$ cat src/rtl/otp_crypt_scheduler_pkg.sv
// Shared types and defaults for the OTP engine scheduler.
package otp_sched_pkg;

  localparam int unsigned DEF_DATA_W      = 16;
  localparam int unsigned DEF_TIMEOUT_CYC = 15;

  typedef enum logic [2:0] {
    S_IDLE,
    S_ISSUE,
    S_BUSY,
    S_RELEASE,
    S_RESP
  } otp_sched_state_t;

  // Width of a counter that must be able to hold the value cyc.
  function automatic int unsigned cnt_width(input int unsigned cyc);
    return $clog2(cyc + 1);
  endfunction

  localparam int unsigned DEF_CNT_W = cnt_width(DEF_TIMEOUT_CYC);

endpackage

$ cat src/rtl/otp_crypt_scheduler_rr_arbiter.sv
// Combinational round-robin arbiter: the requester after last_grant has
// highest priority, wrapping around.
module rr_arbiter #(
  parameter int unsigned N  = 2,
  parameter int unsigned IW = $clog2(N)
) (
  input  logic [N-1:0]  req,
  input  logic [IW-1:0] last_grant,
  output logic [N-1:0]  grant,
  output logic [IW-1:0] grant_idx
);

  int unsigned best_dist;

  // Pick the valid requester with the smallest distance past last_grant.
  always_comb begin
    grant_idx = '0;
    best_dist = N;
    for (int unsigned i = 0; i < N; i++) begin
      if (req[i] && (((i + N - 1 - 32'(last_grant)) % N) < best_dist)) begin
        best_dist = (i + N - 1 - 32'(last_grant)) % N;
        grant_idx = IW'(i);
      end
    end
    grant = '0;
    if (best_dist < N) grant[grant_idx] = 1'b1;
  end

endmodule

$ cat src/rtl/otp_crypt_scheduler.sv
// Shares one OTP engine between NUM_REQ requesters: round-robin grant,
// engine start/done sequencing with start release, bypass, and timeout.
module otp_crypt_scheduler
  import otp_sched_pkg::*;
#(
  parameter int unsigned DATA_W      = DEF_DATA_W,
  parameter int unsigned NUM_REQ     = 2,
  parameter int unsigned ID_W        = $clog2(NUM_REQ),
  parameter int unsigned TIMEOUT_CYC = DEF_TIMEOUT_CYC
) (
  input  logic                      clk,
  input  logic                      reset_n,
  input  logic [NUM_REQ-1:0]        req_valid,
  input  logic [NUM_REQ-1:0]        req_bypass,
  input  logic [NUM_REQ*DATA_W-1:0] req_data,
  output logic [NUM_REQ-1:0]        req_ready,
  output logic                      rsp_valid,
  output logic [ID_W-1:0]           rsp_id,
  output logic [DATA_W-1:0]         rsp_data,
  output logic                      rsp_err,
  output logic                      eng_start,
  output logic [DATA_W-1:0]         eng_data,
  input  logic                      eng_done,
  input  logic [DATA_W-1:0]         eng_result
);

  localparam int unsigned CNT_W = cnt_width(TIMEOUT_CYC);

  otp_sched_state_t    state_q, state_d;
  logic [ID_W-1:0]     last_grant_q;
  logic [ID_W-1:0]     id_q;
  logic [DATA_W-1:0]   eng_data_q;
  logic [DATA_W-1:0]   res_data_q;
  logic                res_err_q;
  logic [CNT_W-1:0]    cnt_q;

  logic [NUM_REQ-1:0]  grant;
  logic [ID_W-1:0]     grant_idx;
  logic [DATA_W-1:0]   sel_data;
  logic                timeout;

  rr_arbiter #(
    .N  (NUM_REQ),
    .IW (ID_W)
  ) u_arb (
    .req        (req_valid),
    .last_grant (last_grant_q),
    .grant      (grant),
    .grant_idx  (grant_idx)
  );

  assign sel_data = req_data[32'(grant_idx)*DATA_W +: DATA_W];
  // cnt_q holds cycles already spent in ISSUE+BUSY; this is the last allowed one.
  assign timeout  = (cnt_q == CNT_W'(TIMEOUT_CYC - 1));
  assign eng_data = eng_data_q;

  // State register.
  always_ff @(posedge clk or negedge reset_n) begin
    if (!reset_n) state_q <= S_IDLE;
    else          state_q <= state_d;
  end

  // Next-state logic; in BUSY, completion takes precedence over timeout.
  always_comb begin
    state_d = state_q;
    unique case (state_q)
      S_IDLE:    if (|grant) state_d = req_bypass[grant_idx] ? S_RESP : S_ISSUE;
      S_ISSUE: begin
        if (timeout)        state_d = S_RELEASE;
        else if (!eng_done) state_d = S_BUSY;
      end
      S_BUSY:    if (eng_done || timeout) state_d = S_RELEASE;
      S_RELEASE: state_d = S_RESP;
      S_RESP:    state_d = S_IDLE;
      default:   state_d = S_IDLE;
    endcase
  end

  // Output decode; responses are driven only during RESP.
  always_comb begin
    req_ready = '0;
    eng_start = 1'b0;
    rsp_valid = 1'b0;
    rsp_id    = '0;
    rsp_data  = '0;
    rsp_err   = 1'b0;
    unique case (state_q)
      S_IDLE:         if (reset_n) req_ready = grant;
      S_ISSUE, S_BUSY: eng_start = 1'b1;
      S_RESP: begin
        rsp_valid = 1'b1;
        rsp_id    = id_q;
        rsp_data  = res_data_q;
        rsp_err   = res_err_q;
      end
      default: ;
    endcase
  end

  // Grant latches, timeout counter and result capture.
  always_ff @(posedge clk or negedge reset_n) begin
    if (!reset_n) begin
      last_grant_q <= ID_W'(NUM_REQ - 1);
      id_q         <= '0;
      eng_data_q   <= '0;
      res_data_q   <= '0;
      res_err_q    <= 1'b0;
      cnt_q        <= '0;
    end else begin
      unique case (state_q)
        S_IDLE: begin
          if (|grant) begin
            last_grant_q <= grant_idx;
            id_q         <= grant_idx;
            eng_data_q   <= sel_data;
            res_data_q   <= sel_data;
            res_err_q    <= 1'b0;
            cnt_q        <= '0;
          end
        end
        S_ISSUE, S_BUSY: begin
          cnt_q <= cnt_q + 1'b1;
          if (state_q == S_BUSY && eng_done) begin
            res_data_q <= eng_result;
            res_err_q  <= 1'b0;
          end else if (timeout) begin
            res_data_q <= '0;
            res_err_q  <= 1'b1;
          end
        end
        default: ;
      endcase
    end
  end

endmodule

$ cat config.mk
export PLATFORM = sky130hd
export DESIGN_NAME = otp_crypt_scheduler
export DESIGN_NICKNAME = d
export VERILOG_FILES = /design/src/rtl/otp_crypt_scheduler_pkg.sv /design/src/rtl/otp_crypt_scheduler_rr_arbiter.sv /design/src/rtl/otp_crypt_scheduler.sv
export SDC_FILE = /design/constraint.sdc
export NUM_CORES = 1
export LEC_CHECK = 0
export BUFFER_PORTS_ARGS = -buffer_cell sky130_fd_sc_hd__buf_2
export CORE_MARGIN = 2
export CORE_UTILIZATION = 50
export DETAILED_ROUTE_END_ITERATION = 12
export PLACE_DENSITY = 0.9
export SLEW_MARGIN = 0
export SYNTH_ARGS = -nofsm -noshare
export SYNTH_HDL_FRONTEND = slang
export SYNTH_HIERARCHICAL = 1
export SYNTH_SLANG_ARGS = --single-unit
export TNS_END_PERCENT = 50
$ cat constraint.sdc
create_clock -name clk -period 3.1 [get_ports clk]
set_input_delay 0.62 -clock clk [delete_from_list [all_inputs] [get_ports clk]]
set_output_delay 0.62 -clock clk [all_outputs]
set_load 0.01 [all_outputs]
* Word level (Yosys, flattened, before mapping)
Index checks and enable logic that the tools add are counted.
** Cells by class
- $lt $le $gt $ge :: 5
- $add $sub $neg :: 3
- Eq/ne operators :: 9
- Reductions and logical operators :: 13
- Shifts and indexed selects :: 1
- Muxes and demuxes :: 31
** Operator list (number)
- $mux 16 :: 4
- $lt 32x2->1 const B :: 1
- $mux 32 :: 1
- $pmux 16 s2 :: 1
- $shiftx 32x6->16 :: 1
- $mux 3 :: 5
- $pmux 3 s4 :: 1
- $mux 1 :: 11
- $mux 2 :: 4
- $pmux 4 s2 :: 1
- $eq 3x2->1 const B :: 2
- $ne 3x3->1 const B :: 2
- $reduce_and 3->1 :: 2
- $add 4x1->4 const B :: 1
- $eq 4x4->1 const B :: 1
- $logic_and 1x1->1 :: 4
- $lt 1x2->1 const B :: 2
- $mux 4 :: 1
- $ne 2x2->1 const B :: 2
- $reduce_and 2->1 :: 2
- $reduce_or 2->1 :: 2
- $eq 3x1->1 const B :: 1
- $eq 3x3->1 const B :: 1
- $logic_not 3->1 :: 1
- other kinds (7) :: 8
** Word-level totals
- Input port bits :: 55
- Logic and storage cells :: 69
- Bits in registers :: 42

* Logic depth before layout (Yosys ltp)
- Depth after elaboration :: 15
- Mapped depth :: 7

* Hierarchy
Netlist, hierarchy kept.
** Modules (own cells, without submodules)
- otp_crypt_scheduler :: cells an instance 209, area an instance 2270.9 sq um, seq. area each 1052.3 sq um, times used 1
- rr_arbiter :: cells an instance 4, area an instance 26.3 sq um, seq. area each 0.0 sq um, times used 1

* Worst setup path after synthesis
No wires, ideal clock.
- Path kind :: input port to flip-flop
- Start :: input port req_valid[1]
- End :: register res_data_q[12]
- Setup time :: 125 ps
- Data required time :: 2975 ps
- Data arrival time :: 1830 ps
- Path slack :: 1145 ps
- Stages on the path :: 6
- Path through :: a21boi_1 -> buf_2 -> buf_2 -> mux2i_1 -> o2bb2ai_1 -> mux2_4
** Between the ends
- Longest elaborated chain between the ends :: 10
** Ends and longest elaborated chain
- start: declaration :: line otp_crypt_scheduler.sv:13 : input logic [NUM_REQ-1:0] req_valid,
- $logic_and 1x1->1 (*) :: line otp_crypt_scheduler_rr_arbiter.sv:20 : if (req[i] && (((i + N - 1 - 32'(last_grant)) % N) < best_dist)) begin
- parallel branches: the longest is 9 deep, another holds $lt 32x2->1
- end signal: assignment :: line otp_crypt_scheduler.sv:116 : res_data_q <= sel_data;
- end signal: assignment :: line otp_crypt_scheduler.sv:124 : res_data_q <= eng_result;
- end: declaration :: line otp_crypt_scheduler.sv:33 : logic [DATA_W-1:0] res_data_q;
Every way passes the cells marked *. The select of a mux whose other input is x is not followed.
A chain may end at the register's enable or synchronous reset.

* Worst setup path after layout
- Start :: register state_q[0]
- End :: output port rsp_data[15]
** Between the ends
- Longest elaborated chain between the ends :: 2
** Ends and longest elaborated chain
- start: declaration :: line otp_crypt_scheduler.sv:29 : otp_sched_state_t state_q, state_d;
- start signal: assignment :: line otp_crypt_scheduler.sv:60 : else state_q <= state_d;
- $eq 3x3->1 :: line otp_crypt_scheduler.sv:87 : unique case (state_q)
- $mux 16 :: line otp_crypt_scheduler.sv:87
- end: declaration :: line otp_crypt_scheduler.sv:19 : output logic [DATA_W-1:0] rsp_data,
No other way between the ends.

==> summary.txt <==
Synth
  – Synth warnings: 6
  – Avg Inst Size Synth: 10.8 um2
  – Register area share after synthesis: 0.458
  – Yosys top cell by area: dfrtp_1
  – Async set-reset flop share out of synthesis: 1.00
  – Post-synth cell types: 36
  – Main area contributors after synthesis: dfrtp_1 45%, mux2i_1 7.0%, mux2_4 6.5%
  – Yosys reg bits: 42
  – Post-synth EDFFs: 0
  – Mapped Cells: 213
  – Top_reg_cell synth: dfrtp_1
  – Top cell type's share of synthesized area: 0.447
  – Synthesized cell area: 2300 um2
  – Syn Nets: 270

Route
  – DR iter-0 viols: 118
  – Initial DRT Pass Iterations: 4
  – Wirelength, routed: 5590 um
  – Drt wl/cell: 15.8 um
  – Post-DRT Antenna Nets: 0
  – Vias/cell: 5.39
  – DR DRC count: 0
  – Vias: 1908

Min path
  – Hold WC Path Type: in2async

Clocking
  – Worst-Skew Late Latency: 0.29 ns
  – Cts bufs inserted: 5
  – Clock sinks: 42
  – Hold buffer count at cts: 0
  – CTS tree: done
  – Root buf cell: clkbuf_8
  – Post-CTS sizing: 0
  – Post-CTS Setup Repair Bufs: 0
  – Clock Pin Slew Worst Setup and Hold Paths: 0.08 ns
  – Clock buffer depth: 2
  – H-tree Lvls: 2

Power and ir drop
  – Sequential group share of total power: 0.356
  – Sw Ratio: 0.405
  – Net Switching: 1180 uW
  – Gate power share: 0.521
  – Internal: 1730 uW
  – Peak supply drop: 0.649 mV
  – Clock share of power: 0.123
  – Power consumption: 2910 uW
  – P_leak: 0.00154 uW
  – Power Dens Cells: 1010 nW/um2

Floorplan
  – Starting density of the core: 0.524
  – IO Count: 93
  – Width of the die: 71.8 um
  – Die Height: 71.8 um
  – Std-Cell Rows: 24
  – Die area: 5150 um2
  – Core area: 4380 um2

GRT
  – Initial antenna violation count: 0
  – Total gr overflow: 0
  – Total GRT Usage: 0.230
  – Vias in the first global route: 1945
  – Largest net degree at the start of global routing: 30
  – First-pass GRT wire length: 9170 um

Final layout
  – Commonest non-fill, non-tap cell in the layout: buf_2
  – Share of cells above drive strength 1: 0.434
  – Filler cells: 340
  – Final core occ: 0.656
  – Most frequent cells in the layout: 92 x buf_2, 41 x dfrtp_1, 23 x nor2_1, 21 x and3_1, 17 x a21oi_1
  – Synth-to-layout area growth: 25.2%
  – Post-route insts no fill: 354
  – Ant. Diodes: 0
  – Final Net Count: 358

Setup path
  – Crit-path max FO: 17
  – Reg2reg end: res_data_q[1]
  – CP Launch Type: flop
  – CP Capture Type: output pin
  – CP Class: reg2out
  – Reg2Reg Launch Point: cnt_q[0]
  – Worst endpoint required time: 2.48 ns
  – Worst R2R Path Depth: 5
  – R2R Setup Slk: 0.76 ns
  – WP data arrival: 1.85 ns

STA
  – Hold Slack: 0.227 ns
  – Worst slew margin: 0.281
  – Final period util: 0.798
  – Worst Tran Pin Value: 1.08 ns
  – Final Setup Violations: 0
  – Final min period: 2.47 ns
  – RSZ-0062 raised after global routing: no
  – Final Max Tran Viols: 0
  – Max Clock Skew: 0.00516 ns
  – Max frequency: 0.404 GHz
  – Final hold vios: 0
  – Final TNS setup: 0 ns

Place
  – Gp weighted congestion: 0.923
  – Port Buf Inserts: 92
  – Placed insts: 346
  – DP Wirelength: 4160 um

Job
  – Max-Cap Viols: 0

Run status
  – Status: complete, no violations
## worst max path at each step
stage | to | startpoint | depth (start not counted) | slack (ns)
after CTS | rsp_data[15] | state_q[0] | 4 | 0.64
final | rsp_data[15] | state_q[0] | 4 | 0.63
after detailed placement | res_data_q[1] | cnt_q[0] | 5 | 0.77
after floorplan | res_data_q[12] | req_valid[1] | 6 | 1.14
after global routing | rsp_data[2] | state_q[0] | 4 | 0.54
after global placement | res_data_q[4] | req_valid[0] | 6 | 0.85
## power groups by stage
stage | Combinational, uW | Clock (uW) | Sequential (uW)
2_1_floorplan | 1150 | 0 | 984
3_3_place_gp | 1470 | 0 | 1030
3_5_place_dp | 1530 | 0 | 1040
4_1_cts | 1530 | 369 | 1030
5_1_grt | 1680 | 397 | 1070
6_report | 1520 | 359 | 1040
## layout make-up
cell class | instances | area, um2 | area share
Clock buffer | 7 | 86.3 | 0.0300
Clock inverter | 1 | 5.00 | 0.00174
Sequential cell | 42 | 1050 | 0.366
Timing Repair Buffer | 99 | 513 | 0.178
Inverter | 6 | 22.5 | 0.00783
Tap cell | 52 | 65.1 | 0.0226
Multi-Input combinational cell | 147 | 1130 | 0.394
## routing by layer
| layer | vias to the layer above | part of all wire | global-route usage |
|---|---|---|---|
| met5 | - | 0 | 0 |
| met3 | 5 | 0.051 | 0.0352 |
| met1 | 901 | 0.45 | 0.303 |
| met2 | 65 | 0.49 | 0.390 |
| met4 | 0 | 0.010 | 0.0734 |
| li1 | 937 | - | - |
## cell usage after synthesis (all sizes together), types with 2 or more instances
cell,number
a221oi,2
o21ai,4
nand2b,3
buf,11
nand2,4
clkbuf,7
mux2i,16
xnor2,3
a21boi,3
mux2,18
ha,2
o2bb2ai,16
and3,21
dfrtp,41
a21oi,17
nor2,24
inv,6
nor3,3
## flip-flops by register name, indices dropped and copies added, names as in the netlist
register      cells
res_err_q         1
id_q              1
last_grant_q      1
cnt_q             4
state_q           3
eng_data         16
res_data_q       16
## stage by stage
stage	area, um2	setup WS (ns)
after floorplan	2300	1.14
after global placement	2790	0.851
after detailed placement	2790	0.765
after CTS	2880	0.639
after global routing	2880	0.536
final	2880	0.626
## cells by family after synthesis
| logic type | count (synthesis) | share of synthesized area |
|---|---|---|
| muxes | 34 | 0.174 |
| buffers and inverters | 24 | 0.0517 |
| adders and majority gates | 2 | 0.0109 |
| DFF | 42 | 0.458 |
| and+or+nand+nor | 61 | 0.143 |
| AOI/OAI and AO/OA | 47 | 0.151 |
| xor gates and xnor gates | 3 | 0.0114 |
## worst max-delay path: stages (launching register included)
cell and delay [ns]:
dfrtp_1 0.50, nor2_1 0.43, buf_4 0.30, and3_1 0.20, buf_2 0.14
Power figures use the tool's default switching activity.
